`config.mk`:
```
export PLATFORM = sky130hd
export DESIGN_NAME = z80_io_reader
export DESIGN_NICKNAME = d
export VERILOG_FILES = /design/src/rtl/z80_io_reader.sv
export SDC_FILE = /design/constraint.sdc
export NUM_CORES = 1
export LEC_CHECK = 0
export ABC_AREA = 0
export CAP_MARGIN = 10
export CORE_MARGIN = 8
export CORE_UTILIZATION = 45
export CTS_CLUSTER_DIAMETER = 150
export CTS_CLUSTER_SIZE = 14
export DETAILED_ROUTE_END_ITERATION = 6
export GPL_ROUTABILITY_DRIVEN = 0
export PLACE_DENSITY = 0.75
export SLEW_MARGIN = 20
export SYNTH_ARGS = -nofsm -noshare
export SYNTH_HDL_FRONTEND = slang
export SYNTH_SLANG_ARGS = --single-unit
export TNS_END_PERCENT = 100
```
`constraint.sdc`:
```
create_clock -name clk -period 1.8 [get_ports clk]
set_input_delay 0.45 -clock clk [delete_from_list [all_inputs] [get_ports clk]]
set_output_delay 0.45 -clock clk [all_outputs]
set_load 0.005 [all_outputs]
```
`src/rtl/z80_io_reader.sv`:
```
// z80_io_reader
//   Answers Z80 IN cycles on the VRAM port block. The two pointer ports read
//   back the VRAM address pointer. The value port stretches the cycle with
//   WAIT, fetches the word at the pointer from SDRAM and drives its low byte,
//   then post-increments the pointer. Z80 OUT cycles to the pointer ports are
//   snooped so that vram_ptr follows the CPU. Runs in the 64 MHz SDRAM domain.
//
// Ports
//   clk, reset        : SDRAM clock, synchronous active-high reset
//   A, D_IN           : Z80 address low byte / data bus (asynchronous)
//   IORQ, RD, WR, M1  : Z80 strobes, active low (asynchronous)
//   D_OUT             : byte driven onto the Z80 data bus
//   OUTPUT_ENABLE     : data bus driver enable, active high
//   WAIT              : Z80 WAIT, active low
//   mem_req, mem_addr : level read request to the SDRAM arbiter, word address
//   mem_ack, mem_data : one-cycle acknowledge with read data
//   vram_ptr          : current VRAM pointer (shared with the write path)
//   timeout_err       : sticky, set when the arbiter never answered in time
module z80_io_reader #(
    parameter logic [7:0] ADDR_IO_ADDR_LOW  = 8'h40,
    parameter logic [7:0] ADDR_IO_ADDR_HIGH = 8'h41,
    parameter logic [7:0] VALUE_IO_ADDR     = 8'h42,
    parameter int         TIMEOUT           = 255
) (
    input  logic        clk,
    input  logic        reset,
    input  logic [7:0]  A,
    input  logic [7:0]  D_IN,
    output logic [7:0]  D_OUT,
    output logic        OUTPUT_ENABLE,
    input  logic        IORQ,
    input  logic        RD,
    input  logic        WR,
    input  logic        M1,
    output logic        WAIT,
    output logic        mem_req,
    output logic [15:0] mem_addr,
    input  logic        mem_ack,
    input  logic [15:0] mem_data,
    output logic [15:0] vram_ptr,
    output logic        timeout_err
);

    typedef enum logic [1:0] {IDLE, FETCH, HOLD, DRAIN} state_t;

    localparam logic [7:0] TO_CNT = 8'(TIMEOUT);

    state_t      state, state_n;
    logic [7:0]  a_s1, a_s2, d_s1, d_s2;
    logic        iorq_s1, iorq_s2, iorq_s3;
    logic        rd_s1, rd_s2, rd_s3;
    logic        wr_s1, wr_s2, wr_s3;
    logic        m1_s1, m1_s2;
    logic [7:0]  cnt;
    logic        inc;        // pointer increments when the current HOLD ends
    logic        ack_owed;   // timed-out request still outstanding at the arbiter
    logic        pend;       // read arrived during DRAIN, CPU parked in WAIT
    logic [7:0]  pend_port;

    // Synchroniser flops carry no reset: they only follow the pins, and
    // resetting them could fabricate a strobe edge if the CPU is mid-cycle.
    always_ff @(posedge clk) begin
        a_s1    <= A;      a_s2    <= a_s1;
        d_s1    <= D_IN;   d_s2    <= d_s1;
        iorq_s1 <= IORQ;   iorq_s2 <= iorq_s1; iorq_s3 <= iorq_s2;
        rd_s1   <= RD;     rd_s2   <= rd_s1;   rd_s3   <= rd_s2;
        wr_s1   <= WR;     wr_s2   <= wr_s1;   wr_s3   <= wr_s2;
        m1_s1   <= M1;     m1_s2   <= m1_s1;
    end

    logic       port_ok, start, go, cnt_hit, ptr_wr;
    logic [7:0] go_port;

    assign port_ok = (a_s2 == ADDR_IO_ADDR_LOW) || (a_s2 == ADDR_IO_ADDR_HIGH) ||
                     (a_s2 == VALUE_IO_ADDR);
    // M1 high at stage 2 keeps interrupt-acknowledge cycles out.
    assign start   = rd_s3 && !rd_s2 && !iorq_s2 && m1_s2 && port_ok;
    // A read parked during DRAIN is replayed from IDLE if RD is still low.
    assign go      = (state == IDLE) && (start || (pend && !rd_s2));
    assign go_port = pend ? pend_port : a_s2;
    assign cnt_hit = (cnt == TO_CNT);
    assign ptr_wr  = !wr_s3 && wr_s2 && !iorq_s3 &&
                     ((a_s2 == ADDR_IO_ADDR_LOW) || (a_s2 == ADDR_IO_ADDR_HIGH));

    // State register
    always_ff @(posedge clk) begin
        if (reset) state <= IDLE;
        else       state <= state_n;
    end

    // Next state
    always_comb begin
        state_n = state;
        unique case (state)
            IDLE:  if (go) state_n = (go_port == VALUE_IO_ADDR) ? FETCH : HOLD;
            FETCH: begin
                if (mem_ack)      state_n = HOLD;
                else if (rd_s2)   state_n = DRAIN;
                else if (cnt_hit) state_n = HOLD;
            end
            HOLD:  if (rd_s2) state_n = (ack_owed && !mem_ack) ? DRAIN : IDLE;
            DRAIN: if (mem_ack) state_n = IDLE;
            default: state_n = IDLE;
        endcase
    end

    // Outputs derived from state
    always_comb begin
        OUTPUT_ENABLE = (state == HOLD);
        WAIT          = !((state == FETCH) || pend);
        mem_req       = (state == FETCH) || (state == DRAIN) || ((state == HOLD) && ack_owed);
    end

    // Registered datapath
    always_ff @(posedge clk) begin
        if (reset) begin
            D_OUT       <= 8'h00;
            mem_addr    <= 16'h0000;
            vram_ptr    <= 16'h0000;
            timeout_err <= 1'b0;
            cnt         <= 8'h00;
            inc         <= 1'b0;
            ack_owed    <= 1'b0;
            pend        <= 1'b0;
            pend_port   <= 8'h00;
        end else begin
            cnt <= (state == FETCH) ? cnt + 8'd1 : 8'h00;
            if (rd_s2) pend <= 1'b0;

            unique case (state)
                IDLE: if (go) begin
                    pend <= 1'b0;
                    if (go_port == ADDR_IO_ADDR_LOW)       D_OUT    <= vram_ptr[7:0];
                    else if (go_port == ADDR_IO_ADDR_HIGH) D_OUT    <= vram_ptr[15:8];
                    else                                   mem_addr <= vram_ptr;
                end
                FETCH: begin
                    if (mem_ack) begin
                        D_OUT <= mem_data[7:0];
                        inc   <= 1'b1;
                    end else if (!rd_s2 && cnt_hit) begin
                        D_OUT       <= 8'hFF;
                        timeout_err <= 1'b1;
                        ack_owed    <= 1'b1;
                    end
                end
                HOLD: begin
                    if (mem_ack) ack_owed <= 1'b0;
                    if (rd_s2) begin
                        if (inc) vram_ptr <= vram_ptr + 16'd1;
                        inc      <= 1'b0;
                        ack_owed <= 1'b0;
                    end
                end
                DRAIN: if (start) begin
                    pend      <= 1'b1;
                    pend_port <= a_s2;
                end
                default: ;
            endcase

            // Pointer writes win over a same-cycle increment.
            if (ptr_wr) begin
                if (a_s2 == ADDR_IO_ADDR_LOW) vram_ptr[7:0]  <= d_s2;
                else                          vram_ptr[15:8] <= d_s2;
                timeout_err <= 1'b0;
            end
        end
    end

endmodule

```
==> results of run 1 <==
-- power groups by stage --
stage | registers (uW) | clock network [uW] | logic (uW)
after floorplan | 2510 | 0 | 321
after global placement | 2510 | 0 | 600
after detailed placement | 2510 | 0 | 612
after CTS | 2470 | 1510 | 621
after global routing | 2480 | 1610 | 744
final | 2470 | 1470 | 676
-- through the flow --
stage	total power, uW	TNS (ns)
2_1_floorplan	2830	-0.167
3_3_place_gp	3110	-1.50
3_5_place_dp	3130	-2.50
4_1_cts	4600	-1.27
5_1_grt	4830	-6.03
6_report	4610	-3.69
-- logic make-up after synthesis --
group	Yosys count	synth area share, %
mux	30	7.89
xor+xnor	20	4.58
buf+inv	26	3.14
flops	105	55.0
fa+ha+maj	7	2.29
compound gates	51	9.95
simple gates	133	17.1
-- worst paths after layout --
path	to	slack, ns	cells past startpoint
hold reg to reg	a_s2[4]	0.33	0
setup reg to reg	mem_addr[8]	-0.22	7
hold / removal	a_s2[4]	0.33	0
setup / recovery	mem_addr[8]	-0.22	7
-- placed cells by master, fill, tap and decap left out, types with 3 or more instances in the layout --
| master | instances |
|---|---|
| nor2_1 | 59 |
| dfxtp_2 | 9 |
| buf_4 | 53 |
| a211oi_2 | 3 |
| and2_1 | 5 |
| nor2b_1 | 3 |
| nor2_2 | 3 |
| xnor2_1 | 5 |
| ha_4 | 3 |
| nand4_1 | 7 |
| inv_2 | 3 |
| xor2_1 | 15 |
| dfxtp_1 | 89 |
| mux2i_1 | 22 |
| a21oi_2 | 4 |
| a21oi_1 | 10 |
| clkdlybuf4s50_1 | 66 |
| inv_1 | 5 |
| ha_1 | 3 |
| and3_1 | 4 |
| nor3_1 | 4 |
| clkbuf_8 | 10 |
| a211oi_1 | 14 |
| mux2i_2 | 5 |
| dlygate4sd2_1 | 4 |
| and4_1 | 3 |
| nand3_1 | 9 |
| inv_8 | 3 |
| a22o_1 | 8 |
| nand2_1 | 19 |
| dfxtp_4 | 7 |
| nand2b_1 | 3 |
-- worst max-delay path, cell delays in order (launching register included) --
cell,delay [ns]
dfxtp_2,0.34
nor4b_4,0.36
buf_4,0.18
a41oi_4,0.13
or3_4,0.46
clkbuf_16,0.19
mux2i_1,0.18
nor2_1,0.07
-- registers in the layout, summed over array words and instances, names as in the netlist, 2 cells and up --
name	flops
D_OUT	8
a_s1	8
a_s2	8
cnt	8
d_s1	8
d_s2	8
mem_addr	16
pend_port	8
state	2
vram_ptr	16
-- synth_stat cells (7+ instances only) --
library cell    n  area (um^2)
ha_1            7         87.6
a21oi_1        14         70.1
a211oi_1       17          128
dfxtp_1       105         2100
clkbuf_1       13         48.8
a22o_1          8         70.1
nor2_1         62          233
inv_1           8         30.0
nand2_1        19         71.3
nand4_1         7         43.8
nand3_1        10         50.1
mux2i_1        29          290
xor2_1         15          131
-- timing repair --
item,in CTS,in global routing
resized for setup,38,39
setup buffers,4,8
hold buffers,0,0
setup endpoints to repair,49,48
gates cloned,0,1
pin swaps,9,10
-- per-layer routing --
metal / routed length [um] / vias up / GRT usage (%)
li1: - / 1538 / -
met1: 4380 / 1507 / 20.0
met2: 4670 / 90 / 26.4
met3: 625 / 11 / 5.41
met4: 127 / 0 / 4.26
met5: 0 / - / 0
-- layout make-up --
type | count | share of cell area [%]
sequential | 105 | 38.9
multi-input combinational | 241 | 32.6
timing repair buffer | 131 | 21.9
clock buffer | 10 | 2.50
tap | 105 | 2.39
clock inverter | 6 | 1.23
inverter | 8 | 0.546
==> results list, run 1 <==
* Run status: finished with violations
* Violated checks: setup timing
* Final WS setup: -0.216 ns
- Finished Cell Area: approximately 5500 um^2
- Yosys mapped a number of flops with a built-in enable equal to 0.
- Proportion of power drawn by flip-flops and latches: approximately 54%
- Worst hold path class: register to register
- The die is 108 um tall.
- Final Core Density: 66.9%
* Distinct cell type count of the synthesized netlist: 43
- Layout-stage area growth over the synthesis result: 43.9%
- For this run, the register share of the synthesized area comes to 55.0%.
- Async set-reset flop share out of synthesis: 0%
- Post-Syn Area: 3820 um^2
* Combinational cell fraction of total power: around 15%
- Entering global routing, the biggest net connects 26 pins.
- Setup repair after global routing could not meet its margin everywhere.
- Setup-failing EPs final: 24
- For the final database, setup skew stands at 0.0179 ns.
- Final period util: 112%
- #FFs+latches synth: 105
* Synth Flop Type: dfxtp_1
* Highest attainable clock frequency: between 400 and 500 MHz
- For the worst setup path, the data required time is 2.07 ns.
- Footprint of the multi-input gates: around 1800 um^2
* Remaining antenna violation count after routing: 0
- Warnings, synthesis: 0
* Clock sink count: ~110
- Vias in the first global route: 3115
- The clock network burns approximately a third of the power.
* Filler cell count in the final layout: approximately 630
- TritonCTS created 9 clock buffers.
- The clock passes through at most 2 buffers.
- In this run the tightest slew margin relative to its limit is between 70% and 80%.
- CTS H-Tree Depth: 3
- Antenna diode instance count: 0
* Non-filler cells in the finished layout: 606
* CP endpoint kind: register
- Root buffer cell: clkbuf_8
* Global-route wire length before repair: between 15000 and 20000 um
* Critical Path AT: around 2.3 ns
- Power spread over the standard cell area amounts to roughly 840 nW/um^2.
- Beginning of the worst hold path: a_s1[4]
- Summing all flip-flop and latch instances after layout gives between 2000 and 2500 um^2.
- Final min period: between 2 and 2.5 ns
- After global routing the overflow that remains totals 0.
* Proportion of total power due to net switching: 27.5%
- Fin. Hold Viols: 0
- Average wire per standard cell: ~16 um
- Of all nets on the critical path, the largest fanout is 8.
- Peak VDD IR: around 770 uV
- Post-DP HPWL: between 6000 and 7000 um
- The die is approximately 110 um wide.
- Leak: around 0.0023 uW
- Number of maximum-capacitance violations: 0
- Via density per instance: 5.19
* Setup WS pre-CTS: -0.127 ns
- Ratio of cells with drive above 1 in the final layout: 25.9%
- Internal power comes to 3340 uW.
* Placed Instances: a little under 600
* Top-Level Pins: 83
* Routed via count: 3146
- Worst-Skew Late Latency: 0.37 ns
* Overall routing resource usage: between 10% and 20%
- In this run the tool buffered the top-level ports with 74 buffer cells.
- Synth Net Count: between 400 and 500
- After detailed placement, the total cell area comes to 4970 um^2.
- STA classifies the critical path startpoint as a register.
- In this run the critical register-to-register path is launched from a_s2[7].
* Post-detailed-route DRC marker count: 0
* TritonCTS clock tree: yes
- The first detailed-routing pass ran for 4 iterations.
- After clock tree synthesis, the clock-pin slew on the worst setup and hold paths is roughly 0.11 ns.
* Total number of nets in the final design: 542
- Psw: approximately 1300 uW
* Rows: 33
- A synthesized cell averages 10.3 um^2.
- Synthesis handed over a netlist of around 370 instances.
- Worst hold margin: roughly 0.33 ns
- Worst Tran Pin Value: ~0.31 ns
- Wires add up to around 9800 um.
- Initial Util: between 40% and 50%
- Core region area: 8220 um^2
* Number of antenna violations at the first check in global routing: 0
- Tracing the worst setup path back leads to its startpoint at a_s2[7].
- Final Slew Violations: 0
- For this block, the initial DRC count from the detailed router was 140.
- Category of the most critical setup path: register to register
* Area of the die: ~12000 um^2
No activity file was read; power rests on OpenSTA's default activity.
==> inputs of run 2 (changes only) <==
--- a/config.mk
+++ b/config.mk
@@ -7,5 +7,5 @@
 export LEC_CHECK = 0
 export ABC_AREA = 0
-export CAP_MARGIN = 10
+export CAP_MARGIN = 30
 export CORE_MARGIN = 8
 export CORE_UTILIZATION = 45
@@ -15,4 +15,5 @@
 export GPL_ROUTABILITY_DRIVEN = 0
 export PLACE_DENSITY = 0.75
+export SETUP_SLACK_MARGIN = 0.3
 export SLEW_MARGIN = 20
 export SYNTH_ARGS = -nofsm -noshare
==> constraint.sdc (replaced) <==
create_clock -name clk -period 1.8 [get_ports clk]
set_input_delay 0.54 -clock clk [delete_from_list [all_inputs] [get_ports clk]]
set_output_delay 0.54 -clock clk [all_outputs]
set_load 0.005 [all_outputs]
==> run 2 against run 1 <==
Clock skew decreased by 0.0026 ns. The flow still finishes with violations (setup timing). First-iteration DRC count increased by 21%. Largest cell class unchanged. Final cell count increased by 2.3%.
==> results list, run 2 (synthesis results as in run 1) <==
- The flow ran to the end, but the final reports show violations.
* Violated checks: setup timing
- Commonest non-fill, non-tap cell in the layout: dfxtp_1
* Area of the die: 11700 um^2 (unchanged)
- The sum of buffers and inverters on the critical path was 1 (-1).
- The number of optimization iterations in the first detailed-route pass came to 4 (unchanged).
- The number of top-level pins is 83 (unchanged).
- The number of violations of the max-capacitance limit is 0 (unchanged).
* Setup-failing EPs final: 25 (+4.2%)
- In this run the critical register-to-register path is captured at mem_addr[11].
* Global-route wire length before repair: 17200 um (+14%)
* Beginning of the worst hold path: d_s1[7]
* Width of the chip: 108 um (unchanged)
- Filler cell count in the final layout: 580 (-7.6%)
- The worst max-slew margin expressed relative to the limit is 73.3% (-5.7 points).
* Height of the chip: 108 um (unchanged)
* Number of antenna violations at the first check in global routing: 0 (unchanged)
- CP max FO: 16 (+8)
* Initial Util: 46.5% (unchanged)
- Proportion of total power due to net switching: 27.8% (+0.34 points)
- Final period util: 107% (-5.3 points)
* Detailed router's first-iteration violation count: 169 (+21%)
- Reg-to-Reg Start: pend
* Global route overflow: 0 (unchanged)
- Among cell families on the critical path, the largest total delay comes from simple AND/OR/NAND/NOR gates.
- Worst hold path class: register to register
- The arrival time at the worst endpoint is 2.16 ns (-0.12 ns).
* Pin count of the biggest net entering global routing: 33 (+27%)
- Among all stages on the critical path, the largest delay is contributed by dfxtp_2.
- Highest attainable clock frequency: 521 MHz (+5.0%)
- The placement row count is 33 (unchanged).
- CP endpoint kind: register
- Combinational cell fraction of total power: 15.4% (+0.7 points)
* TritonCTS clock tree: yes
- The via total after detailed routing was 3347 (+6.4%).
* Total number of nets in the final design: 556 (+2.6%)
- Critical path cell sequence: nor4bb_1 > nand2_1 > a21oi_2 > or3_4 > buf_12 > mux2i_1 > nor2_1
- The critical path in this run is classified as register to register.
* Clk pin slew, worst setup/hold paths: 0.11 ns (about the same)
- Startpoint type of the worst setup path: register
* Fin. Hold Viols: 0 (unchanged)
- Vias in the first global route: 3387 (+8.7%)
* Post-detailed-route DRC marker count: 0 (unchanged)
- Worst hold stages: 0 (unchanged)
- The library cells used most frequently in the layout, excluding fill and tap cells, are 62 x dfxtp_1, 59 x nor2_1, 57 x buf_4, 31 x dfxtp_2, 30 x clkdlybuf4s50_1.
* Non-filler cells in the finished layout: 620 (+2.3%)
- Setup slack on the worst flop-to-flop path: -0.12 ns (+0.10 ns)
- The setup slack of the critical path after layout is -0.120 ns (+0.0961 ns).
- Antenna diode instance count: 0 (unchanged)
* Critical Path RT: 2.04 ns (-0.03 ns)
- CTS H-Tree Depth: 3 (unchanged)
- The footprint of the multi-input gates is 1870 um^2 (+4.3%).
* Core region area: 8220 um^2 (unchanged)
- Setup WS pre-CTS: -0.206 ns (-0.0791 ns)
* Cells on worst reg2reg path: 7 (unchanged)
* Proportion of power drawn by flip-flops and latches: 54.3% (+0.8 points)
- The total clock buffers created by CTS came to 9 (unchanged).
- Remaining antenna violation count after routing: 0 (unchanged)
- Psw: 1270 uW (about the same)
- The count of cell instances traversed by the critical path came to 7 (unchanged).
* Setup repair after global routing missed its margin: yes
- In this run the clock root is driven by a clkbuf_8.
- Area occupied by registers: 2190 um^2 (+2.2%)
- Delay of the slowest cell on the worst path: 0.40 ns (-0.06 ns)
- The largest registers in the layout are mem_addr: 16 flops, vram_ptr: 16 flops.
* Placed Instances: 567 (-1.7%)
- The half-perimeter wire length after detailed placement is 6750 um (-0.55%).
* Final Slew Violations: 0 (unchanged)
- Ratio of cells with drive above 1 in the final layout: 39.2% (+13 points)
- The number of port buffers is 74 (unchanged).
* Peak VDD IR: 767 uV (-0.32%)
- The final critical path time including I/O delays and setup came to 1.92 ns (-0.0961 ns).
- Wirelength, routed: 11000 um (+12%)
- Clock sink count: 105 (unchanged)
- Worst Tran Pin Value: 0.399 ns (+0.0841 ns)
- The latest clock arrival within the worst-skew pair came to 0.36 ns (about the same).
- Via density per instance: 5.40 (+4.0%)
- The overall global routing resource usage was 18.4% (+2.2 points).
- Maximum clock skew at final layout: 0.0153 ns (-0.00257 ns)
- Leak: 0.00243 uW (+6.4%)
- Share of power burned in the clock network: 30.3% (-1.5 points)
* Internal power component: 3290 uW (-1.7%)
- From synthesis to final layout, the design area changed by 49.5%.
* Maximum number of buffers from clock root to sink: 2 (unchanged)
- Average wire per standard cell: 17.7 um (+9.5%)
- WHS Endpoint: d_s2[7]
- The power density over the cells came to 797 nW/um^2 (-4.9%).
[run 2: cell types whose count changed in the layout (fill, tap and decap cells not counted), moves of 9 or more]
cell | before | now
buf_6 | 1 | 18
clkbuf_2 | 1 | 10
clkdlybuf4s15_1 | 1 | 25
clkdlybuf4s50_1 | 66 | 30
dfxtp_1 | 89 | 62
dfxtp_2 | 9 | 31
[run 2: routing by layer]
layer	vias to the layer above	track usage [%]	wire [um]
met2	126	30.3	5420
met3	22	4.76	722
met5	-	0	0
met1	1632	22.5	4610
li1	1567	-	-
met4	0	6.84	223
[run 2: final cells by class]
| type | instances | share of cell area, % |
|---|---|---|
| multi-input combinational | 241 | 32.7 |
| clock inverter | 6 | 1.07 |
| sequential | 105 | 38.3 |
| tap | 105 | 2.30 |
| timing repair buffer | 145 | 22.9 |
| clock buffer | 10 | 2.23 |
| inverter | 8 | 0.569 |
[run 2: metrics by stage]
stage / total power (uW) / setup TNS (ns) / area [um^2] / hold slack (ns) / util [%]
finish: 4550 / -2.07 / 5710 / 0.320 / 69.5
global route: 4760 / -3.90 / 5710 / 0.338 / 69.5
CTS: 4520 / -2.50 / 5550 / 0.324 / 67.6
detailed placement: 3120 / -3.84 / 4920 / 0.312 / 59.9
global placement: 3100 / -2.06 / 4920 / 0.310 / 59.9
floorplan: 2880 / -0.152 / 3900 / 0.310 / -
[run 2: how the worst max path moves through the flow]
stage	start	end	slack [ns]
after detailed placement	a_s2[7]	D_OUT[7]	-0.21
after floorplan	rd_s2	mem_addr[10]	-0.02
after global placement	a_s2[7]	D_OUT[7]	-0.12
after global routing	a_s2[7]	D_OUT[7]	-0.19
final	pend	mem_addr[11]	-0.12
after CTS	a_s2[4]	D_OUT[4]	-0.16
[run 2: repair_timing]
item	in CTS	in global routing
pin swaps	26	24
gates cloned	1	0
setup buffers	29	7
hold buffers	0	0
gates resized for setup	173	67
endpoints found under the setup margin	91	86
[run 2: power groups by stage]
stage	clock, uW	combinational (uW)	sequential (uW)
5_1_grt	1520	755	2490
4_1_cts	1410	635	2470
3_5_place_dp	0	596	2530
3_3_place_gp	0	583	2520
2_1_floorplan	0	362	2510
6_report	1380	699	2470
